## src/rtl/sync_updown_counter.sv

```systemverilog
// Synchronous up/down counter with programmable modulus (0..MAX_VAL).
// It can wrap or saturate at the limits, and supports parallel load and synchronous clear.
// The tc/ovf outputs let instances chain into wider or multi-digit counters.
// Cascading: feed the next stage's en from this stage's tc and share up_dn.
module sync_updown_counter #(
    parameter int WIDTH    = 4,
    parameter int MAX_VAL  = (2 ** WIDTH) - 1,
    parameter bit SATURATE = 1'b0
) (
    input  logic             clk,
    input  logic             reset_n,
    input  logic             en,
    input  logic             up_dn,
    input  logic             load,
    input  logic [WIDTH-1:0] load_val,
    input  logic             sync_clr,
    output logic [WIDTH-1:0] q,
    output logic             tc,
    output logic             ovf
);

    localparam logic [WIDTH-1:0] MAX_Q = WIDTH'(MAX_VAL);
    // When the modulus fills the whole register, no load value can be out of range.
    localparam bit FULL_RANGE = (MAX_VAL == (1 << WIDTH) - 1);

    logic [WIDTH-1:0] count_q, count_d;
    logic             ovf_q, ovf_d;
    logic [WIDTH-1:0] load_clamped;
    logic             at_max;
    logic             at_zero;

    assign at_max  = (count_q == MAX_Q);
    assign at_zero = (count_q == '0);

    generate
        if (FULL_RANGE) begin : g_no_clamp
            assign load_clamped = load_val;
        end else begin : g_clamp
            assign load_clamped = (load_val > MAX_Q) ? MAX_Q : load_val;
        end
    endgenerate

    // Next-state selection: clear > load > count > hold; ovf flags a limit hit while counting.
    always_comb begin
        count_d = count_q;
        ovf_d   = 1'b0;
        if (sync_clr) begin
            count_d = '0;
        end else if (load) begin
            count_d = load_clamped;
        end else if (en) begin
            if (up_dn) begin
                if (at_max) begin
                    ovf_d   = 1'b1;
                    count_d = SATURATE ? count_q : '0;
                end else begin
                    count_d = count_q + WIDTH'(1);
                end
            end else begin
                if (at_zero) begin
                    ovf_d   = 1'b1;
                    count_d = SATURATE ? count_q : MAX_Q;
                end else begin
                    count_d = count_q - WIDTH'(1);
                end
            end
        end
    end

    // State registers; asynchronous reset keeps X on inputs away from the count.
    always_ff @(posedge clk or negedge reset_n) begin
        if (!reset_n) begin
            count_q <= '0;
            ovf_q   <= 1'b0;
        end else begin
            count_q <= count_d;
            ovf_q   <= ovf_d;
        end
    end

    // Terminal count is combinational so a cascade resolves within one clock.
    assign tc  = en & ((up_dn & at_max) | (~up_dn & at_zero));
    assign q   = count_q;
    assign ovf = ovf_q;

endmodule

```

## config.mk

```make
export PLATFORM = sky130hd
export DESIGN_NAME = sync_updown_counter
export DESIGN_NICKNAME = d
export VERILOG_FILES = /design/src/rtl/sync_updown_counter.sv
export SDC_FILE = /design/constraint.sdc
export NUM_CORES = 1
export LEC_CHECK = 0
export BUFFER_PORTS_ARGS = -buffer_cell sky130_fd_sc_hd__buf_2
export CAP_MARGIN = 20
export CORE_AREA = 10 10 47 49
export CTS_CLUSTER_DIAMETER = 40
export DETAILED_ROUTE_END_ITERATION = 10
export DIE_AREA = 0 0 57 59
export PLACE_DENSITY = 0.6
export RECOVER_POWER = 25
export SYNTH_ARGS = -nofsm -noshare
export SYNTH_HDL_FRONTEND = slang
export SYNTH_SLANG_ARGS = --single-unit
```

## constraint.sdc

```tcl
create_clock -name clk -period 2.2 [get_ports clk]
set_input_delay 0.44 -clock clk [delete_from_list [all_inputs] [get_ports clk]]
set_output_delay 0.44 -clock clk [all_outputs]
set_load 0.1 [all_outputs]
```

==> run metrics <==
H-tree depth=1; Netlist Area Pre-Place=408 um^2; buffers added on ports=15; power density cells=between 600 and 700 nW/um^2; via count=~420; final setup vio count=1; critical path's largest stage delay=slightly below 0.5 ns; worst path bufs/invs=2; CP endpoint kind=output port; max-cap viol count=0; share of cells above drive strength 1=a little under half; placed cell area=around 540 um^2; antenna cells=0; drt drc=0; CTS root buffer=clkbuf_4; routed len/inst=around 14 um; first-pass GRT wire length=between 2000 and 2500 um; Tmin final=between 2 and 2.5 ns; GR Overflow Total=0; DP Cell Count=76; status=finished with violations; HP Class=input pin to register; syn avg cell area=8.68 um^2; met1 GRT Util=under 10%; Slew headroom=68.7%; Final Max Tran Viols=0; worst r2r path cells=6; Area Overhead vs Synth=47.2%; instance count on the critical path=5; CP startpoint kind=register; vias in the first global route=448; net count after synthesis=roughly 60; CTS tree=yes; Post-DP HPWL=between 800 and 900 um; Die Area=approximately 3400 um^2; num rows=14; Top delay family on crit path=flip-flops; Clock Skews=~0.0062 ns; GPL Wtd Cong=0.807; final WL=between 1000 and 1500 um; post-synth cell types=27; drt pass-1 iters=3; Max VDD drop=between 0.0003 and 0.0004 V; RSZ-0062 raised after global routing=true; fin nets=81; setup slack after layout=-0.00298 ns; CP required=1.76 ns; leak pwr=0.000274 uW; 1st-iter DRT viols=5; layout filler cell count=about 150; Fin. Hold Viols=0; CP max-delay cell=dfrtp_4; CTS Buffer Depth=2; Pwr Total=between 300 and 400 uW; clock latency on the worst-skew pair=0.24 ns; Worst-path clk slew=around 0.050 ns; initial antenna violation count=0; Initial Utilization=29.1%; Worst Path Arrival=1.76 ns; final instance area=about 600 um^2; die height=about 59 um; period utilization=100%; Critical Path, Cell by Cell=inv_4 > ha_4 > or4b_4 > a21oi_4 > buf_12; CTS Buf Count=3; Yosys Warn Count=0; fin cells=between 80 and 90; Via density=between 5 and 6; register area share after synthesis=30.7%; failing checks=negative setup slack; clk sinks=5; WHS=between 0.4 and 0.5 ns; hold depth=2; Die W=approximately 57 um; largest net degree at the start of global routing=11; slew of the pin with the lowest slew margin=between 0.4 and 0.5 ns; grt met3 use=about 5.2%; Synth Instances=47; #FFs+latches synth=5; met2 usage in global routing=12.4%; IO Count=16; Setup CP Type=register to output port; FMAX=between 400 and 500 MHz; Core ar.=around 1400 um^2; GR peak layer=met2; Crit Path Max Fanout=2; ANT nets after route=0; GRT Util Overall=between 7 and 8%
## stage by stage
stage	setup TNS, ns	worst slack [ns]	util (%)
floorplan	-0.250	-0.173	-
global placement	0	0.184	38.6
detailed placement	0	0.178	38.6
CTS	-0.0179	-0.0179	42.8
global route	-0.0664	-0.0664	42.9
finish	-0.00298	-0.00298	42.9
## power by group
| part | internal [uW] | leakage [uW] | switching [uW] |
|---|---|---|---|
| logic | 51.4 | 0.000199 | 99.8 |
| clock network | 68.6 | 0.0000150 | 38.3 |
| registers | 101 | 0.0000601 | 10.2 |
## area by class of cell
cell class                 instances  area [um^2]  share of cell area [%]
tap                               16         20.0                    3.33
inverter                           7         28.8                    4.79
multi-input combinational         33          269                    44.8
clock buffer                       4         26.3                    4.38
timing repair buffer              19          121                    20.2
sequential                         5          135                    22.5
## cell families after synthesis
kind of cell,count (synthesis),synth area share [%]
AO/OA/AOI/OAI,14,24.2
XOR/XNOR,2,4.30
adder cells (fa/ha/maj),2,6.13
buffers and inverters,9,9.51
flip-flops,5,30.7
multiplexers,2,4.91
AND/OR/NAND/NOR,13,20.2
## routing by layer
layer  wire, um  vias up
met4          0        0
met2        616       14
met3         89        0
met1        500      196
li1           -      214
met5          0        -
## sequential cells by signal (all words and copies together), names as in the netlist
name  flops
q         4
ovf       1
## synthesized netlist by cell type, drive strengths merged
| library cell | n | area [um^2] |
|---|---|---|
| or2b | 1 | 7.51 |
| nand2 | 2 | 7.51 |
| nor3 | 1 | 5.00 |
| inv | 7 | 26.3 |
| mux2i | 2 | 20.0 |
| ha | 2 | 25.0 |
| nand4 | 1 | 6.26 |
| nor2b | 1 | 6.26 |
| a311o | 1 | 10.0 |
| a2111oi | 1 | 8.76 |
| dfrtp | 5 | 125 |
| nor3b | 1 | 7.51 |
| a311oi | 1 | 8.76 |
| and4b | 1 | 11.3 |
| xnor2 | 2 | 17.5 |
| a21oi | 6 | 33.8 |
| nor2 | 3 | 11.3 |
| o31ai | 1 | 7.51 |
| a41o | 1 | 11.3 |
| or4b | 1 | 13.8 |
| buf | 2 | 12.5 |
| nor4 | 1 | 6.26 |
| o21a | 1 | 7.51 |
| o21ai | 1 | 5.00 |
| a31oi | 1 | 6.26 |
## final timing paths
| path | startpoint | slack, ns | end |
|---|---|---|---|
| setup / recovery | q[0] | -0.003 | tc |
| hold / removal | sync_clr | 0.43 | q[1] |
| setup reg to reg | q[0] | 0.45 | q[0] |
| hold reg to reg | q[3] | 0.71 | q[3] |
| max in group asynchronous | reset_n | 1.39 | q[1] |
| min in group asynchronous | reset_n | 0.57 | ovf |
## worst register-to-register path, cell delays in order (launching register included)
cell and delay, ns:
dfrtp_4 0.49, buf_4 0.17, ha_1 0.24, a41o_2 0.28, a311oi_1 0.31, a21oi_1 0.08
nor2_1 0.11
## layout by cell type, fill, tap and decap left out
cell / netlist / layout
inv_1: 7 / 5
a21oi_1: 5 / 5
nand4_1: 1 / 1
a311oi_1: 1 / 1
ha_4: 0 / 1
o21ai_0: 1 / 1
clkbuf_1: 0 / 2
nor3b_2: 0 / 1
and4b_2: 1 / 1
buf_2: 1 / 13
nor2_1: 3 / 3
nor3_1: 1 / 1
dlygate4sd3_1: 0 / 1
nor2b_1: 1 / 1
o21a_1: 1 / 1
nand2_1: 2 / 2
dfrtp_1: 5 / 1
dfrtp_2: 0 / 2
or4b_4: 1 / 1
xnor2_1: 2 / 2
a21oi_4: 0 / 1
buf_4: 1 / 3
ha_1: 2 / 1
mux2i_1: 2 / 2
buf_12: 0 / 1
inv_4: 0 / 1
a41o_2: 1 / 1
o31ai_1: 1 / 1
a311o_1: 1 / 1
nor4_1: 1 / 1
dfrtp_4: 0 / 2
or2b_1: 1 / 1
clkbuf_4: 0 / 3
a31oi_1: 1 / 1
a2111oi_0: 1 / 1
inv_2: 0 / 1
## timing repair
action,CTS,global route
setup buffers,3,0
endpoints found under the hold margin,5,0
hold buffers,1,0
endpoints found under the setup margin,1,1
gates cloned,0,0
resized for setup,0,1
pin swaps,2,0
Power figures use the tool's default switching activity.
